==> config.mk <==
export PLATFORM = sky130hd
export DESIGN_NAME = wb_gpio
export DESIGN_NICKNAME = d
export VERILOG_FILES = /design/src/rtl/wb_gpio.sv
export SDC_FILE = /design/constraint.sdc
export NUM_CORES = 1
export LEC_CHECK = 0
export ABC_CLOCK_PERIOD_IN_PS = 1450
export CORE_MARGIN = 10
export CORE_UTILIZATION = 35
export CTS_CLUSTER_DIAMETER = 80
export DETAILED_ROUTE_END_ITERATION = 10
export GPL_ROUTABILITY_DRIVEN = 0
export GPL_TIMING_DRIVEN = 0
export PLACE_DENSITY_LB_ADDON = 0.3
export SETUP_SLACK_MARGIN = 0.5
export SLEW_MARGIN = 40
export SYNTH_ARGS = -nofsm -noshare
export SYNTH_HDL_FRONTEND = slang
export SYNTH_SLANG_ARGS = --single-unit
==> constraint.sdc <==
create_clock -name clk_i -period 1.45 [get_ports clk_i]
set_input_delay 0.3625 -clock clk_i [delete_from_list [all_inputs] [get_ports clk_i]]
set_output_delay 0.3625 -clock clk_i [all_outputs]
set_load 0.01 [all_outputs]
==> src/rtl/wb_gpio.sv <==
// Wishbone GPIO: direction-controlled outputs, synchronised inputs,
// per-pin edge capture into sticky status with a level interrupt.
module wb_gpio #(
   parameter int WIDTH       = 32,
   parameter int SYNC_STAGES = 2
) (
   input  logic             clk_i,
   input  logic             rst_i,
   input  logic             wb_cyc_i,
   input  logic             wb_stb_i,
   input  logic             wb_we_i,
   input  logic [31:0]      wb_adr_i,
   input  logic [31:0]      wb_dat_i,
   input  logic [3:0]       wb_sel_i,
   output logic [31:0]      wb_dat_o,
   output logic             wb_ack_o,
   output logic             wb_err_o,
   output logic             wb_stall_o,
   input  logic [WIDTH-1:0] gpio_i,
   output logic [WIDTH-1:0] gpio_o,
   output logic [WIDTH-1:0] gpio_oe_o,
   output logic             irq_o
);

   localparam logic [3:0] A_OUT = 4'd0;
   localparam logic [3:0] A_DIR = 4'd1;
   localparam logic [3:0] A_IN  = 4'd2;
   localparam logic [3:0] A_IE  = 4'd3;
   localparam logic [3:0] A_RIS = 4'd4;
   localparam logic [3:0] A_FAL = 4'd5;
   localparam logic [3:0] A_STS = 4'd6;
   localparam logic [3:0] A_SET = 4'd7;
   localparam logic [3:0] A_CLR = 4'd8;

   logic [WIDTH-1:0] out_q, dir_q, ie_q;
   logic [WIDTH-1:0] rise_q, fall_q, st_q, prev_q;
   logic [WIDTH-1:0] sync_q [SYNC_STAGES];
   logic             ack_q, err_q;
   logic [31:0]      dat_q;

   logic             req, wr, mapped;
   logic [3:0]       word;
   logic [31:0]      bmask, rdata;
   logic [WIDTH-1:0] wmask, wdat, w1c, out_n;
   logic [WIDTH-1:0] sync_w, rise_w, fall_w;
   logic             unused_ok;

   function automatic logic [WIDTH-1:0] merge(
      input logic [WIDTH-1:0] old,
      input logic [WIDTH-1:0] msk,
      input logic [WIDTH-1:0] val
   );
      return (old & ~msk) | val;
   endfunction

   assign word   = wb_adr_i[5:2];
   assign req    = wb_cyc_i & wb_stb_i;
   assign mapped = (word < 4'd9);
   assign wr     = req & wb_we_i & mapped;

   assign bmask = {{8{wb_sel_i[3]}}, {8{wb_sel_i[2]}},
                   {8{wb_sel_i[1]}}, {8{wb_sel_i[0]}}};
   assign wmask = bmask[WIDTH-1:0];
   assign wdat  = wb_dat_i[WIDTH-1:0] & wmask;

   assign sync_w = sync_q[SYNC_STAGES-1];
   assign rise_w = sync_w & ~prev_q;
   assign fall_w = ~sync_w & prev_q;

   assign unused_ok = ^{wb_adr_i[31:6], wb_adr_i[1:0],
                        bmask, wb_dat_i};

   always_comb begin
      out_n = out_q;
      if (wr) begin
         case (word)
            A_OUT:   out_n = merge(out_q, wmask, wdat);
            A_SET:   out_n = out_q | wdat;
            A_CLR:   out_n = out_q & ~wdat;
            default: out_n = out_q;
         endcase
      end
   end

   assign w1c = (wr && word == A_STS) ? wdat : '0;

   always_comb begin
      rdata = '0;
      case (word)
         A_OUT:   rdata[WIDTH-1:0] = out_q;
         A_DIR:   rdata[WIDTH-1:0] = dir_q;
         A_IN:    rdata[WIDTH-1:0] = sync_w;
         A_IE:    rdata[WIDTH-1:0] = ie_q;
         A_RIS:   rdata[WIDTH-1:0] = rise_q;
         A_FAL:   rdata[WIDTH-1:0] = fall_q;
         A_STS:   rdata[WIDTH-1:0] = st_q;
         default: rdata = '0;
      endcase
   end

   always_ff @(posedge clk_i or negedge rst_i) begin
      if (!rst_i) begin
         for (int i = 0; i < SYNC_STAGES; i++)
            sync_q[i] <= '0;
         prev_q <= '0;
         out_q  <= '0;
         dir_q  <= '0;
         ie_q   <= '0;
         rise_q <= '0;
         fall_q <= '0;
         st_q   <= '0;
         ack_q  <= 1'b0;
         err_q  <= 1'b0;
         dat_q  <= '0;
      end else begin
         sync_q[0] <= gpio_i;
         for (int i = 1; i < SYNC_STAGES; i++)
            sync_q[i] <= sync_q[i-1];
         prev_q <= sync_w;
         out_q  <= out_n;
         if (wr) begin
            case (word)
               A_DIR:   dir_q  <= merge(dir_q, wmask, wdat);
               A_IE:    ie_q   <= merge(ie_q, wmask, wdat);
               A_RIS:   rise_q <= merge(rise_q, wmask, wdat);
               A_FAL:   fall_q <= merge(fall_q, wmask, wdat);
               default: ;
            endcase
         end
         // Clear before set so an edge in the W1C cycle survives.
         st_q  <= (st_q & ~w1c) | (rise_w & rise_q)
                | (fall_w & fall_q);
         ack_q <= req & mapped;
         err_q <= req & ~mapped;
         if (req)
            dat_q <= wb_we_i ? 32'd0 : rdata;
      end
   end

   assign wb_dat_o   = dat_q;
   assign wb_ack_o   = ack_q & wb_cyc_i;
   assign wb_err_o   = err_q & wb_cyc_i;
   assign wb_stall_o = 1'b0;
   assign gpio_o     = out_q;
   assign gpio_oe_o  = dir_q;
   assign irq_o      = |(st_q & ie_q);

endmodule

# Yosys cells after proc, flatten, opt, wreduce, memory -nomap -nowiden
# Index checks and enable logic that the tools add are counted.
# classes
magnitude_cmp	1
n_eq_ne	8
mux	4
bitwise	34
n_reduce_logical	9
# ops
operator	count
bitwise AND 32 bit	13
OR 32 bit	8
one-hot mux 32 bit (7 select lines)	1
inverter 32 bit	5
one-hot mux 32 bit (3 select lines)	1
two-way mux 32 bit	2
OR reduction 32 bit	1
== test 4 x 3 -> 1 bit (second input constant)	4
AND reduction 2 bit	5
== test 4 x 2 -> 1 bit (second input constant)	2
bitwise AND 1 bit	7
== test 4 x 1 -> 1 bit (second input constant)	1
== test 4 bit (second input constant)	1
zero test 4 bit	1
less-than comparator 4 bit (second input constant)	1
nonzero test 3 bit	1
logical AND 1 bit	1
inverter 1 bit	1
# word_totals
reg_bits	322
input_bits	105
output_inout_bits	100
elab_cells	68

# Depth between registers and ports, before layout
# Gate-level depths: netlist of the first run.
# depth
ltp_word	9
mapped_depth	8
depth_no_buf	4

# Worst setup path after synthesis of the first run
# Ideal clock, no wire load.
# synth_path
path_kind	input to register
from	in wb_adr_i[2]
to	reg out_q[16], in the netlist gpio_o[16]
setup_time_ps	126
arrival_time_ps	1729
required_time_ps	1324
slack_ps	-405
stages	6
n_path_buf	2
path_cell_list	buf_2 or3_1 buf_4 a21oi_4 nand3_2 a221o_1
# synth_via
elab_chain_cells	3
elab_cells_between_ends	8
cone_classes	order compare: 1; eq/ne: 2; mux: 1; bitwise: 1; reduce/logical: 3
# synth_lines
item	line	rtl
start: declaration	12	input logic [31:0] wb_adr_i,
less-than comparator 4 bit, or another cell as far along	58	assign mapped = (word < 4'd9);
bitwise AND 1 bit / nonzero test 3 bit (equally long branches)	-	
AND reduction 2 bit (no line)	-	
end signal: assignment	120	out_q <= out_n;
end: declaration	35	logic [WIDTH-1:0] out_q, dir_q, ie_q;
# Parallel ways exist; a longest one is shown, timed or not.
# A chain may end at the register's enable or synchronous reset.

# Worst setup path after layout of the first run
# layout_path
from	reg st_q[25]
to	out irq_o
# layout_via
elab_chain_cells	2
# layout_lines
item	line	rtl
start: declaration	36	logic [WIDTH-1:0] rise_q, fall_q, st_q, prev_q;
start signal: assignment	131	st_q <= (st_q & ~w1c) | (rise_w & rise_q)
bitwise AND 32 bit	146	assign irq_o = |(st_q & ie_q);
OR reduction 32 bit	146	
end: declaration	22	output logic irq_o
# No other way between the ends.

==> summary.md, run 1 <==
| Metric | Value |
|---|---|
| Status | `complete, but fails checks` |
| Failing checks | `setup timing` |
| Boundary pin count | `205` |
| Worst VDD drop | `slightly above 800 uV` |
| Final WL | `57.3 mm` |
| Root Driver | `clkbuf_16` |
| Die area | `roughly 48000 um2` |
| Slowest stage cell on the critical path | `or4_4` |
| Pin count of the biggest net entering global routing | `74` |
| Xor/xnor share of the synthesized area | `0%` |
| Synth Flop Type | `dfrtp_1` |
| Core footprint | `between 30000 and 40000 um2` |
| Routed WL per cell | `approximately 28 um` |
| Synth-to-Final Area Change | `55.0%` |
| Number of flops mapped to enable cells by yosys | `0` |
| Crit-path cells | `a22oi_1, nand4_1, or4_4, buf_6` |
| Total GRT Usage | `22.1%` |
| FP Rows | `72` |
| Hpwl dp | `34.9 mm` |
| TritonRoute pass-1 iters | `6` |
| Clock Sinks | `322` |
| Synth Area in Simple Gates | `10.2%` |
| Gr ovfl total | `0` |
| Nets@finish | `1630` |
| Clock slew at reported path FFs | `0.06 ns` |
| Number of buffers created by CTS | `36` |
| CTS H-tree lvls | `2` |
| Tcrit/Tclk final | `189%` |
| Slew Limit Fails | `0` |
| CP delay by family, top | `simple AND/OR/NAND/NOR gates` |
| Mapped Area | `13800 um2` |
| RSZ-0062 raised after global routing | `yes` |
| MaxCap Viol Count | `0` |
| Critical path endpoint category | `output pin` |
| Syn_area_per_cell | `12.8 um2` |
| Mapped Nets | `1182` |
| Share of layout cells above drive strength 1 | `48.7%` |
| Synth area leaders | `dfrtp_1 58%, mux2_2 11%, a22oi_1 3.6%` |
| Min cycle time layout | `2.74 ns` |
| Crit start category | `flop` |
| Initial Util | `between 30 and 40%` |
| Worst-Skew Late Latency | `0.52 ns` |
| Worst path bufs/invs | `1` |
| #FFs+latches synth | `between 300 and 400` |
| Required @ worst endpoint | `1.09 ns` |
| Hold Violations, Final | `0` |
| Vias in the first global route | `12000` |
| Top cells by count, synth | `322 x dfrtp_1, 136 x mux2_2, 66 x a22oi_1` |
| Critical path peak fanout | `3` |
| Post-synthesis async set-or-reset flop share | `100%` |
| Area share of the largest cell type after synthesis | `58.4%` |
| CTS tree | `yes` |
| Netlist cell types | `57` |
| DIE WIDTH | `219 um` |
| Final setup fails | `215` |
| Die Height | `between 200 and 250 um` |
| CTS max path bufs | `3` |
| Most common cell in the netlist | `dfrtp_1` |
| First-pass GRT wire length | `79.1 mm` |
| Mux cell area share after synthesis | `13.1%` |
| Setup Skew | `0.0133 ns` |
| Post-Synthesis Cells | `~1100` |
| Yosys warns | `0` |
| Largest family of logic cells by synthesized area | `compound AO/OA/AOI/OAI gates` |
| Adder and majority gate portion of the synthesized area | `0%` |
| Seq/Total Area, Yosys | `approximately three fifths` |
| Setup ws final | `-1.29 ns` |
| Min-Delay Path Class | `in2async` |
| Fmax | `0.366 GHz` |
| Initial antenna violation count | `4` |
| Critical path class | `reg2out` |
| Sequential standard cell area | `~8100 um2` |
| Synth Area in Compound Gates | `15.7%` |
| Yosys top cell by area | `dfrtp_1` |
| Iteration-0 DRC count of the detailed router | `1372` |
| Pre-CTS setup slack | `-1.48 ns` |
| Multi-input gate area | `6580 um2` |
| Power Dens Cells | `1240 nW/um2` |
| CP max stage delay | `0.62 ns` |
| Critical Path AT | `2.37 ns` |
| Final ANT Viol Nets | `0` |
| Input/output buffers | `174` |
| Lkg Pwr | `between 9 and 10 nW` |
| DRC viols | `0` |
| Vias/cell | `5.78` |
| Filler cell count | `3113` |
| Routed via count | `about 12000` |
| Total Power | `0.0264 W` |
## area by class of cell
type	count	area share, %
Timing Repair Buffer	410	19.2
Sequential cell	322	37.7
Antenna cell	3	0.0351
Tap cell	518	3.03
Inverter	34	0.597
Clock inverter	7	0.398
Multi-Input combinational cell	670	30.8
Clock buffer	52	4.78
Buffer	51	3.46
## metrics by stage
stage / hold WS (ns) / utilization [%] / TNS (ns) / area, um2 / cells
floorplan: 0.0669 / - / -46.35 / 14200 / 1077
global placement: 0.332 / 42.8 / -4840.04 / 16600 / 1769
detailed placement: 0.146 / 43.1 / -260.81 / 16800 / 1774
CTS: 0.212 / 51.9 / -25.67 / 20100 / 2001
global route: 0.267 / 55.1 / -35.91 / 21400 / 2065
finish: 0.281 / 55.1 / -21.15 / 21400 / 2067
## what timing repair did
action                                  CTS  global route
pin swaps                                74           107
hold endpoints to repair                 73            73
buffers inserted                        164            56
gates resized for setup                 764           155
cloned                                    3             7
endpoints found under the setup margin  325           575
hold buffers                              1             1
## layer usage
layer  track usage [%]  vias to the layer above  part of all wire (%)
met2              34.5                      677                    46
met1              28.0                     6095                    38
li1                  -                     4982                     -
met4              9.42                        2                   4.8
met3              6.70                      181                    11
met5                 0                        -                 0.030
## kinds of logic after synthesis
family	after synthesis
AO/OA/AOI/OAI	284
other	1
multiplexers	163
buffers and inverters	85
AND/OR/NAND/NOR	222
flip-flops	322
## power by group
| group | switching [W] | internal (W) | leakage (nW) |
|---|---|---|---|
| clock network | 0.00362 | 0.00522 | 0.546 |
| registers | 0.000899 | 0.00997 | 4.00 |
| logic | 0.00287 | 0.00386 | 4.78 |
| total | 0.00739 | 0.0190 | 9.33 |
## final timing paths
check	cells after the start	to	from	slack, ns
setup / recovery	4	irq_o	st_q[25]$_DFF_PN0_	-1.29
hold / removal	2	sync_q[48]$_DFF_PN0_	rst_i	0.28
setup reg to reg	4	wb_dat_o[25]$_DFFE_PN0N_	st_q[25]$_DFF_PN0_	0.08
hold reg to reg	0	sync_w[31]$_DFF_PN0_	sync_q[63]$_DFF_PN0_	0.35
max in group asynchronous	5	prev_q[27]$_DFF_PN0_	rst_i	-0.10
min in group clk_i	1	sync_q[45]$_DFF_PN0_	gpio_i[13]	0.28
## placed cells by master (no fill, tap or decap), types with 7 or more instances in the layout
master / instances
a21oi_1: 15
a21oi_2: 9
a221o_1: 32
a222oi_1: 7
a22o_1: 14
a22oi_1: 52
a22oi_2: 14
a31oi_1: 8
buf_12: 29
buf_2: 32
buf_4: 159
buf_6: 127
buf_8: 16
clkbuf_1: 11
clkbuf_16: 48
clkbuf_8: 12
clkdlybuf4s50_1: 64
dfrtp_1: 320
inv_1: 34
mux2_2: 64
mux2_4: 76
mux2i_1: 12
mux2i_4: 9
nand2_1: 53
nand3_4: 13
nand3b_1: 32
nand4_1: 9
nor2_1: 8
nor2_4: 21
nor3b_1: 32
o211ai_1: 43
o21ai_1: 8
o21ai_2: 39
o22a_1: 11
Note: power is estimated with default switching activity, not from simulation.
==> run 2, diff against run 1 <==
--- a/config.mk
+++ b/config.mk
@@ -12,7 +12,7 @@
 export DETAILED_ROUTE_END_ITERATION = 10
 export GPL_ROUTABILITY_DRIVEN = 0
 export GPL_TIMING_DRIVEN = 0
-export PLACE_DENSITY_LB_ADDON = 0.3
+export PLACE_DENSITY = 0.54
 export SETUP_SLACK_MARGIN = 0.5
 export SLEW_MARGIN = 40
 export SYNTH_ARGS = -nofsm -noshare
==> run 2 against run 1 <==
Against the previous run:
- first-iteration DRC count fell by 28%
- the flow finishes with violations (hold timing, setup timing)
- register-to-register slack got worse by 0.07 ns
- hold slack got worse by 0.59 ns
- core utilization fell by 0.084 points
- largest power group unchanged
- count of clock-buffer cells in the layout did not move
- final cell count fell by 1.2%
==> summary.md, run 2 (synthesis gave the netlist of run 1 again) <==
| Metric | Value |
|---|---|
| DRC viols | `0 (unchanged)` |
| Die area | `47800 um2 (unchanged)` |
| Post-layout util | `55.0% (was 55.1%)` |
| R2r startpoint | `st_q[25]$_DFF_PN0_ (unchanged)` |
| Hold Violations, Final | `65 (was 0)` |
| Power Dens Cells | `1230 nW/um2 (was 1240 nW/um2)` |
| Synth-to-Final Area Change | `54.8% (was 55.0%)` |
| Final setup fails | `42 (was 215)` |
| Critical path class | `reg2out (unchanged)` |
| Nets@finish | `1607 (was 1630)` |
| Initial antenna violation count | `2 (was 4)` |
| FP Rows | `72 (unchanged)` |
| Setup Skew | `0.0164 ns (was 0.0133 ns)` |
| Share of layout cells above drive strength 1 | `49.0% (was 48.7%)` |
| RSZ-0062 raised after global routing | `yes (unchanged)` |
| Commonest non-fill, non-tap cell in the layout | `dfrtp_1 (unchanged)` |
| Pre-CTS setup slack | `-1.55 ns (was -1.48 ns)` |
| Initial Util | `35.5% (unchanged)` |
| TritonRoute pass-1 iters | `6 (unchanged)` |
| Input/output buffers | `174 (unchanged)` |
| Vias in the first global route | `11900 (was 12000)` |
| Core footprint | `38800 um2 (unchanged)` |
| First-pass GRT wire length | `80.4 mm (was 79.1 mm)` |
| Slowest stage cell on the critical path | `or4_4 (unchanged)` |
| Final ANT Viol Nets | `0 (unchanged)` |
| Clock Sinks | `322 (unchanged)` |
| DIE WIDTH | `219 um (unchanged)` |
| Worst VDD drop | `809 uV (was 806 uV)` |
| Iteration-0 DRC count of the detailed router | `987 (was 1372)` |
| Slew Limit Fails | `0 (unchanged)` |
| Status | `complete, but fails checks (unchanged)` |
| Routed via count | `11500 (was 11900)` |
| Critical path peak fanout | `2 (was 3)` |
| Min-Delay Path Class | `in2async (unchanged)` |
| Final WL | `55.8 mm (was 57.3 mm)` |
| Setup ws final | `-1.17 ns (was -1.29 ns)` |
| Die Height | `219 um (unchanged)` |
| Hold WS | `-0.308 ns (was 0.281 ns)` |
| Crit-path cells | `a22oi_2, nand4_1, or4_4, buf_6 (was a22oi_1, nand4_1, or4_4, buf_6)` |
| Total GRT Usage | `22.7% (was 22.1%)` |
| CP max stage delay | `0.52 ns (was 0.62 ns)` |
| Worst-Skew Late Latency | `0.55 ns (was 0.52 ns)` |
| Boundary pin count | `205 (unchanged)` |
| Critical path endpoint category | `output pin (unchanged)` |
| Min cycle time layout | `2.62 ns (was 2.74 ns)` |
| Critical Path AT | `2.26 ns (was 2.37 ns)` |
| Crit start category | `flop (unchanged)` |
| Clock slew at reported path FFs | `0.05 ns (was 0.06 ns)` |
| Tcrit/Tclk final | `181% (was 189%)` |
| Reg2Reg Depth | `5 (was 4)` |
| CTS max path bufs | `3 (unchanged)` |
| Hpwl dp | `35.4 mm (was 34.9 mm)` |
| Routed WL per cell | `27.3 um (was 27.7 um)` |
| Number of buffers created by CTS | `36 (unchanged)` |
| Setup slack, reg-to-reg | `0.01 ns (was 0.08 ns)` |
| Required @ worst endpoint | `1.09 ns (about the same)` |
| Most frequent cells in the layout | `314 x dfrtp_1, 138 x buf_4, 121 x buf_6, 111 x mux2_4, 64 x clkdlybuf4s50_1 (was 320 x dfrtp_1, 159 x buf_4, 127 x buf_6, 76 x mux2_4)` |
| Vias/cell | `5.62 (was 5.78)` |
| Pin count of the biggest net entering global routing | `73 (was 74)` |
| Fmax | `0.382 GHz (was 0.366 GHz)` |
| CTS tree | `yes (unchanged)` |
| Lkg Pwr | `9.34 nW (was 9.33 nW)` |
| MaxCap Viol Count | `0 (unchanged)` |
| Root Driver | `clkbuf_16 (unchanged)` |
| Worst path bufs/invs | `1 (unchanged)` |
| FF-to-FF End | `wb_dat_o[25]$_DFFE_PN0N_ (unchanged)` |
| CTS H-tree lvls | `2 (unchanged)` |
| CP delay by family, top | `simple AND/OR/NAND/NOR gates (unchanged)` |
| Failing checks | `hold timing, setup timing (was setup timing)` |
| Gr ovfl total | `0 (unchanged)` |
[run 2: where the power goes]
group          switching, W  internal (W)
Sequential         0.000901       0.00997
Clock               0.00366       0.00516
Combinational       0.00270       0.00387
Total               0.00727        0.0190
[run 2: area by class of cell]
class | instances | area (um2)
Antenna cell | 1 | 2.50
Buffer | 51 | 752
Clock buffer | 52 | 1040
Inverter | 34 | 128
Clock inverter | 8 | 72.6
Sequential cell | 322 | 8070
Fill cell | 3205 | 17500
Timing Repair Buffer | 387 | 3950
Multi-Input combinational cell | 670 | 6690
Tap cell | 518 | 648
[run 2: worst max path at each step]
stage,depth (start not counted),start,endpoint
after floorplan,6,wb_adr_i[3],gpio_o[16]$_DFFE_PN0P_
after global placement,1,rst_i,async pin
after detailed placement,7,wb_adr_i[4],wb_dat_o[15]$_DFFE_PN0N_
after CTS,4,st_q[17]$_DFF_PN0_,irq_o
after global routing,4,st_q[17]$_DFF_PN0_,irq_o
final,4,st_q[17]$_DFF_PN0_,irq_o
[run 2: what timing repair did]
| item | 4_1_cts | 5_1_grt |
|---|---|---|
| cloned | 6 | 1 |
| buffers inserted | 163 | 38 |
| setup endpoints to repair | 380 | 380 |
| endpoints found under the hold margin | 65 | 65 |
| pin swaps | 79 | 82 |
| gates resized for setup | 741 | 195 |
[run 2: per-layer routing]
metal,GRT usage (%),wire length (um)
met3,6.08,4890
met2,35.1,25600
met4,9.56,2200
met5,0,9
met1,29.5,23100
[run 2: per-stage QoR]
step	TNS (ns)	hold slack (ns)	cell area, um2	std cells	power [W]
after floorplan	-46.35	0.0669	14200	1077	0.0128
after global routing	-4.40	-0.291	21400	2042	0.0273
after CTS	-2.66	-0.285	20200	2003	0.0256
final	-2.37	-0.308	21400	2043	0.0263
after detailed placement	-297.19	0.335	16700	1774	0.0154
after global placement	-4951.95	0.331	16600	1769	0.0153
==> run 3, diff against run 2 <==
--- a/config.mk
+++ b/config.mk
@@ -14,7 +14,7 @@
 export GPL_TIMING_DRIVEN = 0
 export PLACE_DENSITY = 0.54
 export SETUP_SLACK_MARGIN = 0.5
-export SLEW_MARGIN = 40
+export SLEW_MARGIN = 5
 export SYNTH_ARGS = -nofsm -noshare
 export SYNTH_HDL_FRONTEND = slang
 export SYNTH_SLANG_ARGS = --single-unit
==> run 3 against run 2 <==
Against the previous run:
- the flow still finishes with violations (hold timing, setup timing)
- fmax up 3.7%
- critical path type unchanged
- critical endpoint unchanged
- die area unchanged
- non-clock buffer count down 1
==> summary.md, run 3 (synthesis gave the netlist of run 1 again) <==
| Metric | Value |
|---|---|
| Total GRT Usage | `22.8% (was 22.7%)` |
| Hold Violations, Final | `55 (was 65)` |
| Crit-path cells | `a22oi_2, nand4_1, or4_4, buf_6 (unchanged)` |
| CTS max path bufs | `3 (unchanged)` |
| Share of layout cells above drive strength 1 | `48.8% (was 49.0%)` |
| Routed WL per cell | `27.4 um (was 27.3 um)` |
| Fmax | `0.396 GHz (was 0.382 GHz)` |
| RSZ-0062 raised after global routing | `yes (unchanged)` |
| Setup TNS | `-5.76 ns (was -2.37 ns)` |
| Min cycle time layout | `2.53 ns (was 2.62 ns)` |
| Pin count of the biggest net entering global routing | `64 (was 73)` |
| R2r startpoint | `st_q[5]$_DFF_PN0_ (was st_q[25]$_DFF_PN0_)` |
| Final ANT Viol Nets | `0 (unchanged)` |
| FF-to-FF End | `wb_dat_o[5]$_DFFE_PN0N_ (was wb_dat_o[25]$_DFFE_PN0N_)` |
| FP Rows | `72 (unchanged)` |
| First-pass GRT wire length | `80.8 mm (was 80.4 mm)` |
| Lkg Pwr | `9.26 nW (was 9.34 nW)` |
| Critical path class | `reg2out (unchanged)` |
| CTS H-tree lvls | `2 (unchanged)` |
| Setup ws final | `-1.08 ns (was -1.17 ns)` |
| Setup Skew | `0.0234 ns (was 0.0164 ns)` |
| DRC viols | `0 (unchanged)` |
| Crit start category | `flop (unchanged)` |
| Critical Path AT | `2.16 ns (was 2.26 ns)` |
| Slowest stage cell on the critical path | `or4_4 (unchanged)` |
| Final setup fails | `114 (was 42)` |
| Worst-Skew Late Latency | `0.53 ns (was 0.55 ns)` |
| Nets@finish | `1607 (unchanged)` |
| Initial antenna violation count | `5 (was 2)` |
| Input/output buffers | `174 (unchanged)` |
| Clock slew at reported path FFs | `0.06 ns (was 0.05 ns)` |
| Status | `complete, but fails checks (unchanged)` |
| Most frequent cells in the layout | `320 x dfrtp_1, 140 x buf_4, 113 x buf_6, 80 x mux2_4, 64 x clkdlybuf4s50_1 (was 314 x dfrtp_1, 138 x buf_4, 121 x buf_6, 111 x mux2_4, 64 x clkdlybuf4s50_1)` |
| Die area | `47800 um2 (unchanged)` |
| Non-Filler Instances | `2050 (was 2043)` |
| Reg2Reg Depth | `4 (was 5)` |
| CP max stage delay | `0.51 ns (was 0.52 ns)` |
| Tcrit/Tclk final | `174% (was 181%)` |
| Filler cell count | `3164 (was 3205)` |
| Routed via count | `11600 (was 11500)` |
| Required @ worst endpoint | `1.09 ns (about the same)` |
| Slew Limit Fails | `0 (unchanged)` |
| Clock Sinks | `322 (unchanged)` |
| Vias in the first global route | `11900 (about the same)` |
| Initial Util | `35.5% (unchanged)` |
| Setup slack, reg-to-reg | `0.03 ns (was 0.01 ns)` |
| Iteration-0 DRC count of the detailed router | `979 (was 987)` |
| Gr ovfl total | `0 (unchanged)` |
| Critical path peak fanout | `3 (was 2)` |
| TritonRoute pass-1 iters | `5 (was 6)` |
| Hpwl dp | `35.3 mm (was 35.4 mm)` |
| Root Driver | `clkbuf_16 (unchanged)` |
| DIE WIDTH | `219 um (unchanged)` |
| Post-layout util | `54.7% (was 55.0%)` |
| Vias/cell | `5.67 (was 5.62)` |
| Synth-to-Final Area Change | `53.9% (was 54.8%)` |
| Final WL | `56.2 mm (was 55.8 mm)` |
| Core footprint | `38800 um2 (unchanged)` |
| Worst VDD drop | `807 uV (was 809 uV)` |
| Inst Count DP | `1772 (was 1774)` |
| Die Height | `219 um (unchanged)` |
| CTS tree | `yes (unchanged)` |
| Boundary pin count | `205 (unchanged)` |
| Power Dens Cells | `1240 nW/um2 (was 1230 nW/um2)` |
| Hold WS | `-0.290 ns (was -0.308 ns)` |
| Commonest non-fill, non-tap cell in the layout | `dfrtp_1 (unchanged)` |
| Critical path endpoint category | `output pin (unchanged)` |
| MaxCap Viol Count | `0 (unchanged)` |
| Number of buffers created by CTS | `37 (was 36)` |
| Failing checks | `hold timing, setup timing (unchanged)` |
| Min-Delay Path Class | `in2async (unchanged)` |
## run 3: worst max-delay path, delay by kind of cell, from the launching register on
family,cells,cell delay (ns)
buffers and inverters,1,0.15
and+or+nand+nor,2,0.75
DFF,1,0.46
AOI/OAI and AO/OA,1,0.28
## run 3: worst max-delay path by stage
stage	start	endpoint	slack, ns	cells past startpoint
2_1_floorplan	wb_adr_i[3]	gpio_o[16]$_DFFE_PN0P_	-0.38	6
3_3_place_gp	rst_i	async pin	-14.56	1
3_5_place_dp	wb_adr_i[3]	wb_dat_o[16]$_DFFE_PN0N_	-1.80	6
4_1_cts	st_q[17]$_DFF_PN0_	irq_o	-1.12	4
5_1_grt	st_q[20]$_DFF_PN0_	irq_o	-1.12	4
6_report	flop	irq_o	-1.08	4
## run 3: per-layer routing
layer  vias up  share of wire, %  track usage (%)  routed length (um)
met3       150               8.8             6.53                4940
met5         -             0.071                0                  40
met1      5998                42             30.0               23500
li1       4943                 -                -                   -
met2       526                45             34.5               25400
met4         6               4.2             9.23                2340
## run 3: cell type report
| cell class | instances | area (um2) | area share (%) |
|---|---|---|---|
| sequential | 322 | 8060 | 38.0 |
| buffer | 51 | 752 | 3.54 |
| timing repair buffer | 386 | 3850 | 18.1 |
| clock inverter | 9 | 52.6 | 0.248 |
| multi-input combinational | 670 | 6600 | 31.1 |
| clock buffer | 58 | 1130 | 5.35 |
| tap | 518 | 648 | 3.05 |
| inverter | 34 | 128 | 0.601 |
| antenna | 2 | 5.00 | 0.0236 |
## run 3: timing repair
item / CTS / global route
gates resized for setup: 755 / 153
hold endpoints to repair: 55 / 55
pin swaps: 107 / 108
gates cloned: 7 / 1
setup buffers: 165 / 36
endpoints found under the setup margin: 435 / 380
## run 3: power breakdown
part / switching [W] / internal [W] / leakage, nW
Combinational: 0.00268 / 0.00365 / 4.67
Clock: 0.00378 / 0.00538 / 0.595
Sequential: 0.000885 / 0.00997 / 4.00
## run 3: through the flow
stage	power, W	setup slack (ns)	instance area, um2
floorplan	0.0128	-0.383	14200
global placement	0.0153	-14.56	16600
detailed placement	0.0154	-1.80	16700
CTS	0.0259	-1.12	20300
global route	0.0274	-1.12	21200
finish	0.0263	-1.08	21200
